[src/rtl/keypad_pkg.sv]
// Shared definitions for the keypad scanner slice.
//   ROWS/COLS   : matrix geometry (4x4)
//   KEY_W       : width of a key index (row*4+col)
//   key_event_t : queued event {code, press}
//   row_drive() : active-low one-cold row pattern for a row index
//   key_of()    : key index from row and column
package keypad_pkg;

  localparam int unsigned ROWS  = 4;
  localparam int unsigned COLS  = 4;
  localparam int unsigned KEY_W = 4;
  localparam int unsigned NKEYS = ROWS * COLS;
  localparam int unsigned ROW_W = 2;
  localparam int unsigned COL_W = 2;

  typedef struct packed {
    logic [KEY_W-1:0] code;
    logic             press;
  } key_event_t;

  function automatic logic [ROWS-1:0] row_drive(input logic [ROW_W-1:0] idx);
    return ~(ROWS'(1) << idx);
  endfunction

  function automatic logic [KEY_W-1:0] key_of(input logic [ROW_W-1:0] row,
                                               input logic [COL_W-1:0] col);
    return {row, col};
  endfunction

endpackage

[src/rtl/keypad_event_fifo.sv]
// Event queue for the keypad scanner.
//   clk, rst : clock, asynchronous active-high reset (empties the queue)
//   push/din : enqueue request and data; ignored when full unless pop is high
//   pop      : dequeue the head (caller guarantees not empty)
//   dout     : head entry, read combinationally from storage
//   full     : no free entry
//   empty    : no valid entry
module keypad_event_fifo
  import keypad_pkg::*;
#(
  parameter int unsigned FIFO_DEPTH = 4
) (
  input  logic       clk,
  input  logic       rst,
  input  logic       push,
  input  logic       pop,
  input  key_event_t din,
  output key_event_t dout,
  output logic       full,
  output logic       empty
);

  localparam int unsigned AW = $clog2(FIFO_DEPTH);

  key_event_t     mem [FIFO_DEPTH];
  logic [AW:0]    wr_ptr;
  logic [AW:0]    rd_ptr;
  logic           wr_en;
  logic           rd_en;

  // Extra pointer bit distinguishes full from empty when indices match.
  assign empty = (wr_ptr == rd_ptr);
  assign full  = (wr_ptr[AW] != rd_ptr[AW]) && (wr_ptr[AW-1:0] == rd_ptr[AW-1:0]);

  // A push into a full queue still lands when the head leaves this cycle.
  assign wr_en = push && (!full || pop);
  assign rd_en = pop && !empty;

  always_ff @(posedge clk or posedge rst) begin
    if (rst) begin
      wr_ptr <= '0;
      rd_ptr <= '0;
    end else begin
      if (wr_en) wr_ptr <= wr_ptr + (AW+1)'(1);
      if (rd_en) rd_ptr <= rd_ptr + (AW+1)'(1);
    end
  end

  always_ff @(posedge clk) begin
    if (wr_en) mem[wr_ptr[AW-1:0]] <= din;
  end

  assign dout = mem[rd_ptr[AW-1:0]];

endmodule

[src/rtl/keypad_scanner.sv]
// 4x4 keypad matrix scanner with per-key debounce and an event queue.
//   clk, rst    : clock, asynchronous active-high reset
//   rows        : active-low row drive, one row low per slot of SCAN_DIV cycles
//   cols        : active-low column sense (asynchronous, synchronized here)
//   key_state   : debounced pressed map, bit = row*4+col
//   event_valid : queue head valid
//   event_ready : consumer accepts head
//   event_code  : head key index
//   event_press : head direction (1 press, 0 release)
//   overflow    : sticky, an event was dropped on a full queue
module keypad_scanner
  import keypad_pkg::*;
#(
  parameter int unsigned SCAN_DIV   = 1000,
  parameter int unsigned DEB_SCANS  = 4,
  parameter int unsigned FIFO_DEPTH = 4
) (
  input  logic              clk,
  input  logic              rst,
  output logic [ROWS-1:0]   rows,
  input  logic [COLS-1:0]   cols,
  output logic [NKEYS-1:0]  key_state,
  output logic              event_valid,
  input  logic              event_ready,
  output logic [KEY_W-1:0]  event_code,
  output logic              event_press,
  output logic              overflow
);

  localparam int unsigned CNT_W = 16;
  localparam int unsigned DEB_W = 4;

  logic [COLS-1:0]              cols_s1;
  logic [COLS-1:0]              cols_s2;
  logic [COLS-1:0]              raw_pressed;
  logic [CNT_W-1:0]             slot_cnt;
  logic [ROW_W-1:0]             row_idx;
  logic                         slot_last;
  logic [NKEYS-1:0][DEB_W-1:0]  deb_cnt;

  // Events found by one sample, drained lowest column first.
  logic [COLS-1:0]              pend_valid;
  logic [COLS-1:0]              pend_press;
  logic [ROW_W-1:0]             pend_row;
  logic                         push;
  logic [COL_W-1:0]             push_col;
  key_event_t                   push_event;

  logic                         pop;
  logic                         fifo_full;
  logic                         fifo_empty;
  key_event_t                   head;

  always_ff @(posedge clk or posedge rst) begin
    if (rst) begin
      cols_s1 <= '1;
      cols_s2 <= '1;
    end else begin
      cols_s1 <= cols;
      cols_s2 <= cols_s1;
    end
  end

  assign raw_pressed = ~cols_s2;
  assign slot_last   = (slot_cnt == CNT_W'(SCAN_DIV - 1));

  always_ff @(posedge clk or posedge rst) begin
    if (rst) begin
      slot_cnt <= '0;
      row_idx  <= '0;
      rows     <= row_drive('0);
    end else if (slot_last) begin
      slot_cnt <= '0;
      row_idx  <= row_idx + ROW_W'(1);
      rows     <= row_drive(row_idx + ROW_W'(1));
    end else begin
      slot_cnt <= slot_cnt + CNT_W'(1);
    end
  end

  always_comb begin
    push     = 1'b0;
    push_col = '0;
    // Descending walk so the lowest pending column wins.
    for (int unsigned c = COLS; c > 0; c--) begin
      if (pend_valid[c-1]) begin
        push     = 1'b1;
        push_col = COL_W'(c - 1);
      end
    end
    push_event.code  = key_of(pend_row, push_col);
    push_event.press = pend_press[push_col];
  end

  // Pending events always drain within 4 cycles, well before the next
  // sample (SCAN_DIV >= 8), so clear-on-push never collides with a set.
  always_ff @(posedge clk or posedge rst) begin
    if (rst) begin
      key_state  <= '0;
      deb_cnt    <= '0;
      pend_valid <= '0;
      pend_press <= '0;
      pend_row   <= '0;
    end else begin
      if (push) pend_valid[push_col] <= 1'b0;
      if (slot_last) begin
        pend_row <= row_idx;
        for (int unsigned c = 0; c < COLS; c++) begin
          if (raw_pressed[c] == key_state[key_of(row_idx, COL_W'(c))]) begin
            deb_cnt[key_of(row_idx, COL_W'(c))] <= '0;
          end else if (deb_cnt[key_of(row_idx, COL_W'(c))] == DEB_W'(DEB_SCANS - 1)) begin
            key_state[key_of(row_idx, COL_W'(c))] <= raw_pressed[c];
            deb_cnt[key_of(row_idx, COL_W'(c))]   <= '0;
            pend_valid[c] <= 1'b1;
            pend_press[c] <= raw_pressed[c];
          end else begin
            deb_cnt[key_of(row_idx, COL_W'(c))] <=
              deb_cnt[key_of(row_idx, COL_W'(c))] + DEB_W'(1);
          end
        end
      end
    end
  end

  assign event_valid = !fifo_empty;
  assign pop         = event_valid && event_ready;
  assign event_code  = head.code;
  assign event_press = head.press;

  keypad_event_fifo #(
    .FIFO_DEPTH (FIFO_DEPTH)
  ) u_fifo (
    .clk   (clk),
    .rst   (rst),
    .push  (push),
    .pop   (pop),
    .din   (push_event),
    .dout  (head),
    .full  (fifo_full),
    .empty (fifo_empty)
  );

  always_ff @(posedge clk or posedge rst) begin
    if (rst) begin
      overflow <= 1'b0;
    end else if (push && fifo_full && !pop) begin
      overflow <= 1'b1;
    end
  end

endmodule

[config.mk]
export PLATFORM = sky130hd
export DESIGN_NAME = keypad_scanner
export DESIGN_NICKNAME = d
export VERILOG_FILES = /design/src/rtl/keypad_pkg.sv /design/src/rtl/keypad_event_fifo.sv /design/src/rtl/keypad_scanner.sv
export SDC_FILE = /design/constraint.sdc
export NUM_CORES = 1
export LEC_CHECK = 0
export CORE_UTILIZATION = 53
export DETAILED_ROUTE_END_ITERATION = 7
export GPL_TIMING_DRIVEN = 0
export PLACE_DENSITY = 0.74
export REMOVE_ABC_BUFFERS = 1
export SKIP_LAST_GASP = 1
export SYNTH_ARGS = -nofsm -noshare
export SYNTH_HDL_FRONTEND = slang
export SYNTH_HIERARCHICAL = 1
export SYNTH_SLANG_ARGS = --single-unit
[constraint.sdc]
create_clock -name clk -period 11.89 [get_ports clk]
set_input_delay 1.7835 -clock clk [delete_from_list [all_inputs] [get_ports clk]]
set_output_delay 1.7835 -clock clk [all_outputs]
set_load 0.02 [all_outputs]
Word level (Yosys, flattened, before mapping)
Memory sizes are Yosys's and may differ from the RTL's.
Index checks and enable logic that the tools add are counted.
- bits in registers: 127
- memory bits (writable): 20
- bits of input ports: 7
- output and inout port bits: 27
- memories kept: 1
- add/subtract/negate cells: 8
- order comparisons: 10
- equal/unequal tests: 12
- shift operators: 1
- multiplexer cells: 87
- bitwise logic cells: 16
- reductions and logical operators: 19
- memory list (name ; depth ; width ; read ports ; clocked after memory_dff ; wr ports ; line ; text):
    u_fifo.mem ; 4 ; 5 ; 1 ; 0 ; 1 ; keypad_event_fifo.sv:25 ; key_event_t mem [FIFO_DEPTH];
- operators with widths (operator ; count):
    2-to-1 mux 64 bit ; 11
    bitwise AND 64 bit ; 4
    bitwise mux 64 bit ; 4
    2-to-1 mux 16 bit ; 12
    bitwise mux 16 bit ; 4
    inverter 52 -> 64 bit ; 1
    inverter 56 -> 64 bit ; 1
    inverter 60 -> 64 bit ; 1
    inverter 64 bit ; 1
    2-to-1 mux 4 bit ; 10
    binary-select mux 4 bit (select 2 bit) ; 4
    demux 4 bit (select 2 bit) ; 4
    2-to-1 mux 1 bit ; 24
    less-than comparator 4 x 5 -> 1 bit (second input constant) ; 4
    adder 16 x 1 -> 16 bit (second input constant) ; 1
    adder 4 x 1 -> 4 bit (second input constant) ; 4
    equality test 16 x 10 -> 1 bit (second input constant) ; 1
    equality test 4 x 2 -> 1 bit (second input constant) ; 4
    greater-or-equal comparator 4 x 1 -> 1 bit (second input constant) ; 4
    inverter 4 bit ; 3
    AND reduction 3 bit ; 4
    logical AND 1 bit ; 11
    binary-select mux 1 bit (select 2 bit) ; 5
    demux 1 bit (select 2 bit) ; 5
    other kinds (14) ; 26

Depth between registers and ports, before layout
- depth in word-level cells: 20
- mapped depth: 11
- mapped depth without buffers: 7

By module
The synthesis kept the hierarchy.
- modules (own cells, without submodules) (module ; times used ; cells each ; area each (sq um) ; seq. area each (sq um)):
    keypad_scanner ; 1 ; 525 ; 5621.6 ; 3041.7
    keypad_event_fifo ; 1 ; 68 ; 1204.9 ; 750.7

Worst setup path before layout
OpenSTA, ideal clock, no wires.
- kind: input to register
- from: input port event_ready
- to: memory u_fifo/mem[0][0] (netlist bit) (enable)
- library setup time: 263 ps
- arrival: 2770 ps
- data required time: 11627 ps
- setup slack: 8857 ps
- stages: 3
- path through: nor2b_1 -> or4_4 -> and3_1
- longest elaborated chain between the ends: 5
- RTL lines (item ; line ; text):
    start: declaration ; keypad_scanner.sv:24 ; input logic event_ready,
    logical AND 1 bit ; keypad_scanner.sv:126 ; assign pop = event_valid && event_ready;
    logical OR 1 bit ; keypad_event_fifo.sv:36 ; assign wr_en = push && (!full || pop);
    logical AND 1 bit ; keypad_event_fifo.sv:36 ;
    2-to-1 mux 1 bit ; keypad_event_fifo.sv:50 ; if (wr_en) mem[wr_ptr[AW-1:0]] <= din;
    2-to-1 mux 1 bit (not written as such) ; keypad_event_fifo.sv:50 ;
    end: declaration ; keypad_event_fifo.sv:25 ;
Every way passes these cells.

Worst setup path in the final report
- from: register u_fifo.rd_ptr[0]
- to: output port event_valid
- longest elaborated chain between the ends: 2
- RTL lines (item ; line ; text):
    start: declaration ; keypad_event_fifo.sv:27 ; logic [AW:0] rd_ptr;
    start signal: assignment ; keypad_event_fifo.sv:45 ; if (rd_en) rd_ptr <= rd_ptr + (AW+1)'(1);
    equality test 3 bit ; keypad_event_fifo.sv:32 ; assign empty = (wr_ptr == rd_ptr);
    named net fifo_empty ; keypad_scanner.sv:51 ; logic fifo_empty;
    logical NOT 1 bit ; keypad_scanner.sv:125 ; assign event_valid = !fifo_empty;
    end: declaration ; keypad_scanner.sv:23 ; output logic event_valid,
The timed path passes the listed nets, and every way through them passes these cells.

==> flow_metrics.tcl <==
set metrics [dict create \
    fin_cells 806 \
    drv_slew 0 \
    drt-total-wl_mm 13.8 \
    clk_pin_slew_worst_paths_ns 0.06 \
    rsz0062_at_grt "false" \
    dp.cells 774 \
    synth.distinct_cells 48 \
    cts_root_buffer "clkbuf_16" \
    dr_total_vias 4605 \
    dieHeight_um 115 \
    syn2layout_area_growth_pct 14.7 \
    synth_seq_area_share_pct 55.6 \
    drt_iter0_drc 408 \
    ys_ff_latch 147 \
    finalSetupTns_ns 0 \
    fmax_ghz 0.242 \
    status "finished, final reports clean" \
    reg2reg_depth 5 \
    gp_congestion 0.762 \
    grt_pass1_wl_mm 23.1 \
    rows 41 \
    cp_data_required_time_ns 10.11 \
    fillers 986 \
    gr-usage-all-layers_pct 23.1 \
    worstSetupPathType "flip-flop to primary output" \
    dr_wl_met3_um 528 \
    fin_skew_ns 0.00723 \
    io_pins 34 \
    ir_worst_vdd_v 0.0000821 \
    cts_hold_buf 0 \
    hp-class "flip-flop to flip-flop" \
    worstHoldStart "cols_s1[1]" \
    synth_edf_count 20 \
    synth_warnings 6 \
    antenna_cells 0 \
    powerDensity_nw_per_um2 130 \
    cts.sinks 147 \
    cts_buffers 17 \
    cts_setup_buffers 0 \
    start_util_pct 54.3 \
    endpoint_kind "primary output" \
    drt-met1-wl_mm 6.12 \
    synthArstFlopShare_pct 86.4 \
    min_path_cells 0 \
    cts.htree.levels 4 \
    netlist_area_um2 6830 \
    grt_pass1_vias 4655 \
    design_power_total_mw 1.02 \
    fin_nets 646 \
    layout-drive-gt1-share_pct 14.2 \
    yosys_most_used_dff "dfrtp_1" \
    worst_slew_pin_slew_ns 1.20 \
    post-route-period-util_pct 34.8 \
    core_area_um2 12600 \
    vias_per_cell 5.71 \
    layout_common_cells "dfrtp_1, nand2_1, o21ai_0" \
    startpoint_type "flip-flop" \
    layout_commonest_cell "dfrtp_1" \
    post_drt_wl_per_cell_um 17.2 \
    grt_max_degree 107 \
    r2r_end "key_state[11]" \
    highest_layer "met4" \
    grt_remaining_overflow 0 \
    ant_nets 0 \
    clock_latency_ns 0.42 \
    r2r-start "slot_cnt[13]" \
    relSlewSlack_pct 19.6 \
    critPathMaxFanout 8 \
    drc 0 \
    critical_path_arrival_ns 2.35 \
    fp.dieW_um 115 \
    first_pass_iters 4 \
    min_to "cols_s2[1]" \
    wl_met2_mm 6.99 \
    rrSetupSlack_ns 8.82 \
    cts_buffer_depth 2 \
    portBuffers 33 \
    antenna_found_initial 0 \
    finalHoldViolCount 0 \
    leakage_nw 3.25 \
    holdWs_ns 0.354 \
    period_minus_slack_ns 4.13 \
    detailed_place_hpwl_mm 8.99 \
    die_area_um2 13300 \
    setup_viol 0 \
    cts_tree "done" \
    drv_cap 0 \
    syn_inst 593 \
    cts-resized-gates 0 \
    post_synth.cell_area_avg_um2 11.5 \
]
[where the power goes]
part / internal (mW) / total [mW] / switching [mW]
clock network: 0.293 / 0.491 / 0.198
registers: 0.511 / 0.513 / 0.00158
logic: 0.00405 / 0.0157 / 0.0116
total: 0.808 / 1.02 / 0.211
[cells in the mapped netlist (all sizes together) (6+ instances only)]
cell | number | area share (%)
dfrtp | 116 | 43
nand2 | 109 | 6.0
o21ai | 98 | 7.2
mux4 | 26 | 8.6
nand3 | 22 | 1.6
edfxtp | 20 | 8.8
nor2 | 19 | 1.0
ha | 18 | 3.3
inv | 18 | 0.99
xnor2 | 17 | 2.3
o31ai | 16 | 1.8
buf | 14 | 1.2
xor2 | 12 | 1.9
clkbuf | 11 | 0.60
dfstp | 11 | 4.2
mux2 | 10 | 1.6
nand2b | 7 | 0.64
nand4 | 6 | 0.55
[stage by stage]
step | utilization (%) | worst slack [ns] | instance area [µm²]
finish | 62.3 | 7.76 | 7830
global route | 62.3 | 7.59 | 7830
CTS | 62.2 | 7.70 | 7820
detailed placement | 57.9 | 8.16 | 7280
global placement | 57.7 | 5.35 | 7250
floorplan | - | 6.91 | 6700
[worst max-delay path, cell delays in order, from the launching register on]
cell and delay [ns]:
dfrtp_1 0.64, xor2_2 0.23, or2_2 0.35, nor2_1 0.14
inv_1 0.05, clkdlybuf4s50_1 0.53
[how the worst max path moves through the flow]
stage,startpoint,to
finish,u_fifo/rd_ptr[0],event_valid
CTS,u_fifo/rd_ptr[0],event_valid
detailed placement,u_fifo/rd_ptr[0],event_valid
floorplan,rst,deb_cnt[0]
global placement,rst,deb_cnt[30]
global route,u_fifo/rd_ptr[0],event_valid
[kinds of logic after synthesis]
family                   count (synthesis)  synth area share (%)
AND/OR/NAND/NOR                        192                  13.1
buffers and inverters                   43                  2.84
AO/OA/AOI/OAI                          128                  10.7
flip-flops                             147                  55.6
adder cells (fa/ha/maj)                 18                  3.30
XOR/XNOR                                29                  4.22
multiplexers                            36                  10.3
[routing by layer]
layer  global-route usage, %  up-vias
met1                    29.7     2313
li1                        -     2169
met2                    38.1      107
met5                       0        -
met3                    4.97       16
met4                    9.70        0
[sequential cells by signal (all words and copies together), names as in the netlist, 16 cells and up]
signal and flops:
key_state 16, deb_cnt 64, u_fifo/mem 20, slot_cnt 16
[area by class of cell]
cell class                 count  area [µm²]  area share [%]
timing repair buffer          34         358            4.57
tap                          172         215            2.75
inverter                      18        72.6           0.927
sequential                   147        3790            48.5
clock buffer                  22         458            5.85
multi-input combinational    403        2850            36.4
clock inverter                10        85.1            1.09
Note: power is estimated with default switching activity, not from simulation.
